### src/rtl/iopmp_pkg.sv
// Shared TL-UL bus types and IOPMP check types used by the request gate.
package iopmp_pkg;

    localparam int SourceWidth = 8;
    localparam int TlAw        = 32;
    localparam int TlDw        = 32;
    localparam int TlDbw       = 4;
    localparam int TlSzw       = 2;

    localparam logic [2:0] PutFullData    = 3'h0;
    localparam logic [2:0] PutPartialData = 3'h1;
    localparam logic [2:0] Get            = 3'h4;

    localparam logic [2:0] AccessAck      = 3'h0;
    localparam logic [2:0] AccessAckData  = 3'h1;

    typedef struct packed {
        logic                   a_valid;
        logic [2:0]             a_opcode;
        logic [2:0]             a_param;
        logic [TlSzw-1:0]       a_size;
        logic [SourceWidth-1:0] a_source;
        logic [TlAw-1:0]        a_address;
        logic [TlDbw-1:0]       a_mask;
        logic [TlDw-1:0]        a_data;
        logic                   d_ready;
    } tl_h2d_t;

    typedef struct packed {
        logic                   d_valid;
        logic [2:0]             d_opcode;
        logic [2:0]             d_param;
        logic [TlSzw-1:0]       d_size;
        logic [SourceWidth-1:0] d_source;
        logic [0:0]             d_sink;
        logic [TlDw-1:0]        d_data;
        logic                   d_error;
        logic                   a_ready;
    } tl_d2h_t;

    typedef enum logic [1:0] {
        IOPMP_ACC_NONE  = 2'd0,
        IOPMP_ACC_READ  = 2'd1,
        IOPMP_ACC_WRITE = 2'd2
    } iopmp_req_e;

    typedef struct packed {
        logic rre;
        logic rwe;
    } err_cfg;

endpackage

### src/rtl/iopmp_req_gate_tlul_if.sv
// Bundle of master/slave TL-UL channels and the permission-check handshake
// for every channel of the request gate.
interface iopmp_req_gate_tlul_if #(
    parameter int NumChan   = 2,
    parameter int AddrWidth = 34
);
    iopmp_pkg::tl_h2d_t    [NumChan-1:0]                             mst_req;
    iopmp_pkg::tl_d2h_t    [NumChan-1:0]                             mst_rsp;
    iopmp_pkg::tl_h2d_t    [NumChan-1:0]                             slv_req;
    iopmp_pkg::tl_d2h_t    [NumChan-1:0]                             slv_rsp;
    logic                  [NumChan-1:0]                             chk_valid;
    logic                  [NumChan-1:0][AddrWidth-1:0]              chk_addr;
    iopmp_pkg::iopmp_req_e [NumChan-1:0]                             chk_access;
    logic                  [NumChan-1:0][iopmp_pkg::SourceWidth-1:0] chk_rrid;
    logic                  [NumChan-1:0]                             chk_done;
    logic                  [NumChan-1:0]                             chk_deny;
    iopmp_pkg::err_cfg                                               err_cfg;
    logic                  [NumChan-1:0]                             viol;

    // Gate side of the bundle.
    modport slave (
        input  mst_req, slv_rsp, chk_done, chk_deny, err_cfg,
        output mst_rsp, slv_req, chk_valid, chk_addr, chk_access, chk_rrid, viol
    );

    // Environment side: masters, slaves and the permission checker.
    modport master (
        output mst_req, slv_rsp, chk_done, chk_deny, err_cfg,
        input  mst_rsp, slv_req, chk_valid, chk_addr, chk_access, chk_rrid, viol
    );
endinterface

### src/rtl/iopmp_req_gate_tlul.sv
// Purpose: per-channel TL-UL request gate; each A request is permission-checked before forwarding.
// Latency: master handshake to slave a_valid = 1 cycle + check latency; D channel is combinational pass-through.
// Backpressure: a_ready drops while a request is in flight or MaxOutstanding responses are pending.
module iopmp_req_gate_tlul
    import iopmp_pkg::*;
#(
    parameter int NumChan        = 2,
    parameter int AddrWidth      = 34,
    parameter int MaxOutstanding = 4
) (
    input logic                  clk_i,
    input logic                  rst_ni,
    iopmp_req_gate_tlul_if.slave bus
);

    typedef enum logic [2:0] {IDLE, CHECK, FWD, DRAIN, ERR_RSP} state_e;

    typedef struct packed {
        logic [2:0]             opcode;
        logic [2:0]             param;
        logic [TlSzw-1:0]       size;
        logic [SourceWidth-1:0] source;
        logic [TlAw-1:0]        address;
        logic [TlDbw-1:0]       mask;
        logic [TlDw-1:0]        data;
    } areq_t;

    localparam logic [3:0] MaxCnt = 4'(MaxOutstanding);

    state_e     state_q [NumChan];
    state_e     state_d [NumChan];
    logic [3:0] cnt_q   [NumChan];
    logic [3:0] cnt_d   [NumChan];
    areq_t      lat_q   [NumChan];
    areq_t      lat_d   [NumChan];

    tl_d2h_t    [NumChan-1:0]                  mst_rsp;
    tl_h2d_t    [NumChan-1:0]                  slv_req;
    logic       [NumChan-1:0]                  chk_valid;
    logic       [NumChan-1:0][AddrWidth-1:0]   chk_addr;
    iopmp_req_e [NumChan-1:0]                  chk_access;
    logic       [NumChan-1:0][SourceWidth-1:0] chk_rrid;
    logic       [NumChan-1:0]                  viol;
    logic       [NumChan-1:0]                  inc;
    logic       [NumChan-1:0]                  dec;

    function automatic logic is_put(input logic [2:0] op);
        return (op == PutFullData) || (op == PutPartialData);
    endfunction

    always_ff @(posedge clk_i or negedge rst_ni) begin
        if (!rst_ni) begin
            for (int c = 0; c < NumChan; c++) begin
                state_q[c] <= IDLE;
                cnt_q[c]   <= '0;
                lat_q[c]   <= '0;
            end
        end else begin
            for (int c = 0; c < NumChan; c++) begin
                state_q[c] <= state_d[c];
                cnt_q[c]   <= cnt_d[c];
                lat_q[c]   <= lat_d[c];
            end
        end
    end

    always_comb begin
        mst_rsp    = '0;
        slv_req    = '0;
        chk_valid  = '0;
        chk_addr   = '0;
        chk_access = {NumChan{IOPMP_ACC_NONE}};
        chk_rrid   = '0;
        viol       = '0;
        inc        = '0;
        dec        = '0;
        for (int c = 0; c < NumChan; c++) begin
            state_d[c] = state_q[c];
            cnt_d[c]   = cnt_q[c];
            lat_d[c]   = lat_q[c];

            // The D channel belongs to the slave except while the gate answers itself.
            if (state_q[c] != ERR_RSP) begin
                mst_rsp[c]         = bus.slv_rsp[c];
                mst_rsp[c].a_ready = 1'b0;
                slv_req[c].d_ready = bus.mst_req[c].d_ready;
            end

            unique case (state_q[c])
                IDLE: begin
                    mst_rsp[c].a_ready = (cnt_q[c] < MaxCnt);
                    if (bus.mst_req[c].a_valid && (cnt_q[c] < MaxCnt)) begin
                        lat_d[c].opcode  = bus.mst_req[c].a_opcode;
                        lat_d[c].param   = bus.mst_req[c].a_param;
                        lat_d[c].size    = bus.mst_req[c].a_size;
                        lat_d[c].source  = bus.mst_req[c].a_source;
                        lat_d[c].address = bus.mst_req[c].a_address;
                        lat_d[c].mask    = bus.mst_req[c].a_mask;
                        lat_d[c].data    = bus.mst_req[c].a_data;
                        state_d[c]       = CHECK;
                    end
                end
                CHECK: begin
                    chk_valid[c]  = 1'b1;
                    chk_addr[c]   = AddrWidth'(lat_q[c].address);
                    chk_access[c] = is_put(lat_q[c].opcode) ? IOPMP_ACC_WRITE : IOPMP_ACC_READ;
                    chk_rrid[c]   = SourceWidth'(c);
                    if (bus.chk_done[c]) begin
                        if (!bus.chk_deny[c]) begin
                            state_d[c] = FWD;
                        end else begin
                            viol[c]    = 1'b1;
                            state_d[c] = (cnt_q[c] == '0) ? ERR_RSP : DRAIN;
                        end
                    end
                end
                FWD: begin
                    slv_req[c].a_valid   = 1'b1;
                    slv_req[c].a_opcode  = lat_q[c].opcode;
                    slv_req[c].a_param   = lat_q[c].param;
                    slv_req[c].a_size    = lat_q[c].size;
                    slv_req[c].a_source  = lat_q[c].source;
                    slv_req[c].a_address = lat_q[c].address;
                    slv_req[c].a_mask    = lat_q[c].mask;
                    slv_req[c].a_data    = lat_q[c].data;
                    if (bus.slv_rsp[c].a_ready) begin
                        inc[c]     = 1'b1;
                        state_d[c] = IDLE;
                    end
                end
                DRAIN: begin
                    if (cnt_q[c] == '0) begin
                        state_d[c] = ERR_RSP;
                    end
                end
                ERR_RSP: begin
                    mst_rsp[c].d_valid  = 1'b1;
                    mst_rsp[c].d_opcode = is_put(lat_q[c].opcode) ? AccessAck : AccessAckData;
                    mst_rsp[c].d_source = lat_q[c].source;
                    mst_rsp[c].d_size   = lat_q[c].size;
                    mst_rsp[c].d_error  = is_put(lat_q[c].opcode) ? !bus.err_cfg.rwe
                                                                  : !bus.err_cfg.rre;
                    if (bus.mst_req[c].d_ready) begin
                        state_d[c] = IDLE;
                    end
                end
                default: state_d[c] = IDLE;
            endcase

            dec[c] = bus.slv_rsp[c].d_valid && slv_req[c].d_ready;
            if (inc[c] && !dec[c] && (cnt_q[c] != 4'hF)) begin
                cnt_d[c] = cnt_q[c] + 4'd1;
            end else if (dec[c] && !inc[c] && (cnt_q[c] != 4'h0)) begin
                cnt_d[c] = cnt_q[c] - 4'd1;
            end
        end

        // Outputs are held quiet while reset is asserted.
        if (!rst_ni) begin
            mst_rsp    = '0;
            slv_req    = '0;
            chk_valid  = '0;
            chk_addr   = '0;
            chk_access = {NumChan{IOPMP_ACC_NONE}};
            chk_rrid   = '0;
            viol       = '0;
        end
    end

    assign bus.mst_rsp    = mst_rsp;
    assign bus.slv_req    = slv_req;
    assign bus.chk_valid  = chk_valid;
    assign bus.chk_addr   = chk_addr;
    assign bus.chk_access = chk_access;
    assign bus.chk_rrid   = chk_rrid;
    assign bus.viol       = viol;

endmodule
### src/flat_wrapper.sv
// flat-port wrapper written by rule: the top's interface ports become plain ports
module iopmp_req_gate_tlul_flat import iopmp_pkg::*;
#(
    parameter int NumChan        = 2,
    parameter int AddrWidth      = 34,
    parameter int MaxOutstanding = 4
)
  (clk_i, rst_ni, bus_mst_req, bus_slv_rsp, bus_chk_done, bus_chk_deny, bus_err_cfg, bus_mst_rsp, bus_slv_req, bus_chk_valid, bus_chk_addr, bus_chk_access, bus_chk_rrid, bus_viol);
  iopmp_req_gate_tlul_if #(.NumChan(NumChan), .AddrWidth(AddrWidth)) bus_i ();
  input logic clk_i;
  input logic rst_ni;
  input wire logic [$bits(bus_i.mst_req)-1:0] bus_mst_req;
  input wire logic [$bits(bus_i.slv_rsp)-1:0] bus_slv_rsp;
  input wire logic [$bits(bus_i.chk_done)-1:0] bus_chk_done;
  input wire logic [$bits(bus_i.chk_deny)-1:0] bus_chk_deny;
  input wire logic [$bits(bus_i.err_cfg)-1:0] bus_err_cfg;
  output wire logic [$bits(bus_i.mst_rsp)-1:0] bus_mst_rsp;
  output wire logic [$bits(bus_i.slv_req)-1:0] bus_slv_req;
  output wire logic [$bits(bus_i.chk_valid)-1:0] bus_chk_valid;
  output wire logic [$bits(bus_i.chk_addr)-1:0] bus_chk_addr;
  output wire logic [$bits(bus_i.chk_access)-1:0] bus_chk_access;
  output wire logic [$bits(bus_i.chk_rrid)-1:0] bus_chk_rrid;
  output wire logic [$bits(bus_i.viol)-1:0] bus_viol;
  assign bus_i.mst_req = bus_mst_req;
  assign bus_i.slv_rsp = bus_slv_rsp;
  assign bus_i.chk_done = bus_chk_done;
  assign bus_i.chk_deny = bus_chk_deny;
  assign bus_i.err_cfg = bus_err_cfg;
  assign bus_mst_rsp = bus_i.mst_rsp;
  assign bus_slv_req = bus_i.slv_req;
  assign bus_chk_valid = bus_i.chk_valid;
  assign bus_chk_addr = bus_i.chk_addr;
  assign bus_chk_access = bus_i.chk_access;
  assign bus_chk_rrid = bus_i.chk_rrid;
  assign bus_viol = bus_i.viol;
  iopmp_req_gate_tlul #(.NumChan(NumChan), .AddrWidth(AddrWidth), .MaxOutstanding(MaxOutstanding)) u_core (.clk_i(clk_i), .rst_ni(rst_ni), .bus(bus_i));
endmodule
### config.mk
export PLATFORM = sky130hd
export DESIGN_NAME = iopmp_req_gate_tlul_flat
export DESIGN_NICKNAME = d
export VERILOG_FILES = /design/src/rtl/iopmp_pkg.sv /design/src/rtl/iopmp_req_gate_tlul_if.sv /design/src/rtl/iopmp_req_gate_tlul.sv /design/src/flat_wrapper.sv
export SDC_FILE = /design/constraint.sdc
export NUM_CORES = 1
export LEC_CHECK = 0
export CORE_AREA = 8 8 246 248
export DETAILED_ROUTE_END_ITERATION = 7
export DIE_AREA = 0 0 254 256
export DONT_BUFFER_PORTS = 1
export GPL_TIMING_DRIVEN = 0
export PLACE_DENSITY = 0.37
export SLEW_MARGIN = 20
export SYNTH_ARGS = -nofsm -noshare
export SYNTH_HDL_FRONTEND = slang
export SYNTH_SLANG_ARGS = --single-unit
export TNS_END_PERCENT = 50
### constraint.sdc
create_clock -name clk_i -period 3.5 [get_ports clk_i]
set_input_delay 0.525 -clock clk_i [delete_from_list [all_inputs] [get_ports clk_i]]
set_output_delay 0.525 -clock clk_i [all_outputs]
set_load 0.02 [all_outputs]
Word-level counts from Yosys, hierarchy flattened. Cells that the tools add are included.

Flip-flop bits (word level): 182. Bits of input ports: 284. Output and inout bits: 368. Logic and storage cells: 146.

Add/subtract/negate cells: 4. Order comparisons: 2. Eq/ne operators: 24. Muxes and demuxes: 64. Reductions and logical operators: 34.

Operators by type and width (number): 2-to-1 mux 172 bit (1); 2-to-1 mux 85 bit (2); 2-to-1 mux 104 bit (1); 2-to-1 mux 52 bit (2); 2-to-1 mux 66 bit (1); 2-to-1 mux 32 bit (2); 2-to-1 mux 3 bit (14); one-hot mux 3 bit (5 select lines) (2); 2-to-1 mux 4 bit (7); 2-to-1 mux 1 bit (23); 2-to-1 mux 10 bit (2); == test 3 x 1 -> 1 bit, second input constant (4); == test 3 x 2 -> 1 bit, second input constant (4); logical AND 1 bit (12); zero test 3 bit (4); 2-to-1 mux 2 bit (6); inequality test 2 bit, second input constant (6); AND reduction 5 bit (2); 2-to-1 mux 9 bit (1); adder 4 x 1 -> 4 bit, second input constant (2); zero test 4 bit (2); less-than comparator 4 x 3 -> 1 bit, second input constant (2); inequality test 2 x 1 -> 1 bit, second input constant (4); inequality test 4 bit, second input constant (2); other kinds (8) (20).

Depth between registers and ports, before layout.
Depth in word-level cells: 7. Gate-level depth with buffers: 9. Gate-level depth less buffers: 8.

Worst setup path before layout. OpenSTA, ideal clock, no wires.

Path type: reg2out. Start: register u_core.state_q[3] (netlist bit). End: output port bus_mst_rsp[38]. Arrival: 1972 ps. Setup slack: 1003 ps. Stages on the path, launching flop included: 6. Buffers on the path: 2. Path through: dfrtp_1 -> clkbuf_1 -> nor3b_1 -> clkbuf_1 -> nand2_1 -> a21boi_0.

Cells in the longest elaborated chain, start to end: 4.

RTL lines: from (decl) (RTL line iopmp_req_gate_tlul.sv:30) `state_e state_q [NumChan];`; from (signal, indexed assignment) (RTL line iopmp_req_gate_tlul.sv:60) `state_q[c] <= state_d[c];`; inequality test 3 bit (RTL line iopmp_req_gate_tlul.sv:83) `if (state_q[c] != ERR_RSP) begin`; 2-to-1 mux 52 bit (RTL line iopmp_req_gate_tlul.sv:83); 2-to-1 mux 10 bit * (RTL line iopmp_req_gate_tlul.sv:89) `unique case (state_q[c])`; 2-to-1 mux 104 bit * (RTL line iopmp_req_gate_tlul.sv:159) `if (!rst_ni) begin`; to (decl) (RTL line flat_wrapper.sv:17) `output wire logic [$bits(bus_i.mst_rsp)-1:0] bus_mst_rsp;`.

Every way passes the cells marked *; elsewhere a longest branch is shown, timed or not.

Worst setup path after layout.
Start: register u_core.state_q[4] (netlist bit). End: output port bus_slv_req[80].

Cells in the longest elaborated chain, start to end: 3.

RTL lines: == test 3 x 2 -> 1 bit (RTL line iopmp_req_gate_tlul.sv:89); 2-to-1 mux 85 bit (RTL line iopmp_req_gate_tlul.sv:89); 2-to-1 mux 172 bit (RTL line iopmp_req_gate_tlul.sv:159); to (decl) (RTL line flat_wrapper.sv:18) `output wire logic [$bits(bus_i.slv_req)-1:0] bus_slv_req;`.

Every way passes these cells.

==> run metrics <==
status=complete, but fails checks; failing checks=hold timing; crit path launch type=flop; slowest stage delay, CP=0.58 ns; WL final=43050 µm; Reg clk slew, reported paths=approximately 0.07 ns; Final Cycle Share=93.72%; final setup violation count=0; CTS tree=built; placed cells=roughly 1.7k; register share of total power=about two fifths; total global-route track usage=12.62%; R2R cell count=8; die area=0.06502 mm²; Seq cells post-synth=182; CP cell instances=clkbuf_1 > nor4bb_4 > buf_4 > clkbuf_1 > and2_1; FMAX=304.8 MHz; Synth area leader=dfrtp_1; max_cap viols=0; Num CTS Buffers=17; Seq/Total Area, Yosys=around 45%; Sw Share=38.85%; Post-Syn Area=0.01020 mm²; simple-gate area share of the yosys netlist=24.35%; top cell type's share of synthesized area=between 40% and 50%; total gr overflow=0; Hold/Removal Path Class=input port to async pin; H-tree Lvls=4; Die Y=256 µm; Clock Power Share=21.4%; WL/cell=24.60 µm; Slew HR=34.73%; PortBufs=0; crit path capture=bus_slv_req[80]; Critical path buffers and inverters=3; cell family with most CP delay=buffers and inverters; TritonCTS Sinks=182; via count=7111; worst r2r src=u_core.state_q[4]; DR vias/cell=4.063; final setup TNS=0 ns; Compound-Gate Fraction of Synth Area=3.214%; Initial Utilization=around 18%; flop2flop setup slack=0.57 ns; drc violations=0; DP Wirelength=between 30000 and 40000 µm; Skew-Pair Late Insertion Delay=0.46 ns; Worst setup startpoint=u_core.state_q[4]; adder-cell share of the synthesized area=0.8831%; most frequent cell after synthesis=and2_1; cell depth of the worst setup path=5; most frequent cells after synthesis=273 x and2_1, 182 x dfrtp_1, 112 x mux2_2; CTS Buffer Depth=2; Synth Instances=927; CP endpoint kind=output pin; FP Rows=88; post-synthesis async set-or-reset flop share=100.0%; number of distinct library cells after synthesis=46; Yosys warnings=0; post-route cell area=0.01196 mm²; Placer Congestion=0.8374; Least-Margin Pin Slew=0.9791 ns; Hold WS=-0.2498 ns; XOR/XNOR Fraction of Synth Area=0.6010%; non-filler cells, final=1750; initial drt markers=between 400 and 500; crit path time final=approximately 3.3 ns; Top-Level Pins=652; synthesis-to-finish area growth=17.23%; Core Area=around 0.057 mm²; share of layout cells above drive strength 1=26.43%; chip width=254 µm; skew final=around 0.0083 ns; vias in the first global route=7711; Final #Nets=1257; most used cell, CP=clkbuf_1; Pleak=5.346 nW; Root Buffer=clkbuf_16; mux contribution to synthesized area=a little over a fifth; Cell Int Power=6.020 mW; Synth Flop Type=dfrtp_1; final hold viol count=~180; final antenna-violating net count=0; TritonRoute pass-1 iters=5; Power Total=between 9 and 10 mW; Comb pwr share=38.0%; largest cells by area after synthesis=dfrtp_1 45%, and2_1 17%, mux2_2 12%; Req. time, crit path=about 3.0 ns; Post-synth EDFFs=0; largest net degree at the start of global routing=190; Arr. time, crit path=2.76 ns; final slew viol count=0; DP Area=0.01126 mm²; combinational family with the most area after synthesis=simple AND/OR/NAND/NOR gates; r2r endpoint=u_core.cnt_q[7]; synthesized area per cell=11.00 µm²; worst-path fanout max=10; Crit Path Class=flop to output pin; peak supply drop=0.0003294 V; Critical-path top delay cell=clkbuf_1; net load switching power=3.825 mW; first-pass GRT wire length=59350 µm; initial antenna violation count=5; Power Density=823.2 mW/mm²; unrepaired setup endpoints after global routing=true
## cells in the final DEF, fill, tap and decap left out, drive strengths merged, types with 5 or more instances in the layout
master	netlist	final
buf	38	41
nor2	15	15
nand2	58	58
dfrtp	182	182
a21oi	7	7
clkbuf	49	68
nor3b	5	5
xor2	5	5
and2	273	273
mux2	172	172
o21ai	5	5
a21boi	22	22
inv	2	9
conb	1	19
diode	0	5
and3	41	41
## how the worst min path moves through the flow
stage,slack (ns),to,cells after the start,startpoint
finish,-0.25,u_core.lat_q[124],0,rst_ni
CTS,-0.31,u_core.lat_q[87],0,rst_ni
global placement,0.24,u_core.lat_q[124],0,rst_ni
global route,-0.31,u_core.lat_q[88],0,rst_ni
floorplan,0.23,u_core.cnt_q[0],0,rst_ni
detailed placement,0.24,u_core.lat_q[124],0,rst_ni
## logic make-up (layout without fill, tap and decap cells)
family,count (synthesis),in the layout
XOR/XNOR,7,7
flip-flops,182,182
AND/OR/NAND/NOR,420,420
AO/OA/AOI/OAI,46,46
buffers and inverters,89,124
multiplexers,176,176
other,1,24
adder cells (fa/ha/maj),6,6
## power by group through the flow
stage | logic, mW | clock network (mW) | registers, mW
CTS | 3.81 | 2.22 | 4.00
global route | 4.04 | 2.29 | 4.12
detailed placement | 3.79 | 0 | 4.00
floorplan | 3.10 | 0 | 3.61
finish | 3.74 | 2.11 | 3.99
global placement | 3.73 | 0 | 3.99
## what timing repair did
action | in CTS | in global routing
hold endpoints to repair | 182 | 182
gates resized for setup | 19 | 10
setup endpoints to repair | 134 | 15
setup buffers | 2 | 0
## cell type report
cell class | count | area (µm²)
clock buffer | 19 | 442.9
multi-input combinational | 674 | 5303
clock inverter | 13 | 181.4
timing repair buffer | 3 | 22.52
antenna | 5 | 12.51
fill | 6227 | 44860
buffer | 87 | 478.0
sequential | 182 | 4554
tap | 765 | 957.2
inverter | 2 | 7.507
## registers in the layout, indices dropped and copies added (netlist names)
signal / cells
u_core.cnt_q: 8
u_core.state_q: 6
u_core.lat_q: 168
## per-stage QoR
| step | setup slack, ns | util, % |
|---|---|---|
| floorplan | 1.003 | - |
| global placement | -0.4418 | 19.76 |
| detailed placement | -0.02836 | 19.81 |
| CTS | 0.001798 | 20.99 |
| global route | -0.01052 | 21.03 |
| finish | 0.2196 | 21.05 |
## layer usage
metal  up-vias  global-route usage (%)  routed length [µm]
met1      3513                   13.95               16380
met3        44                   5.746                4696
li1       3125                       -                   -
met5         -                       0                  33
met4         4                   4.624                1097
met2       425                   21.07               20850
Note: power is estimated with default switching activity, not from simulation.
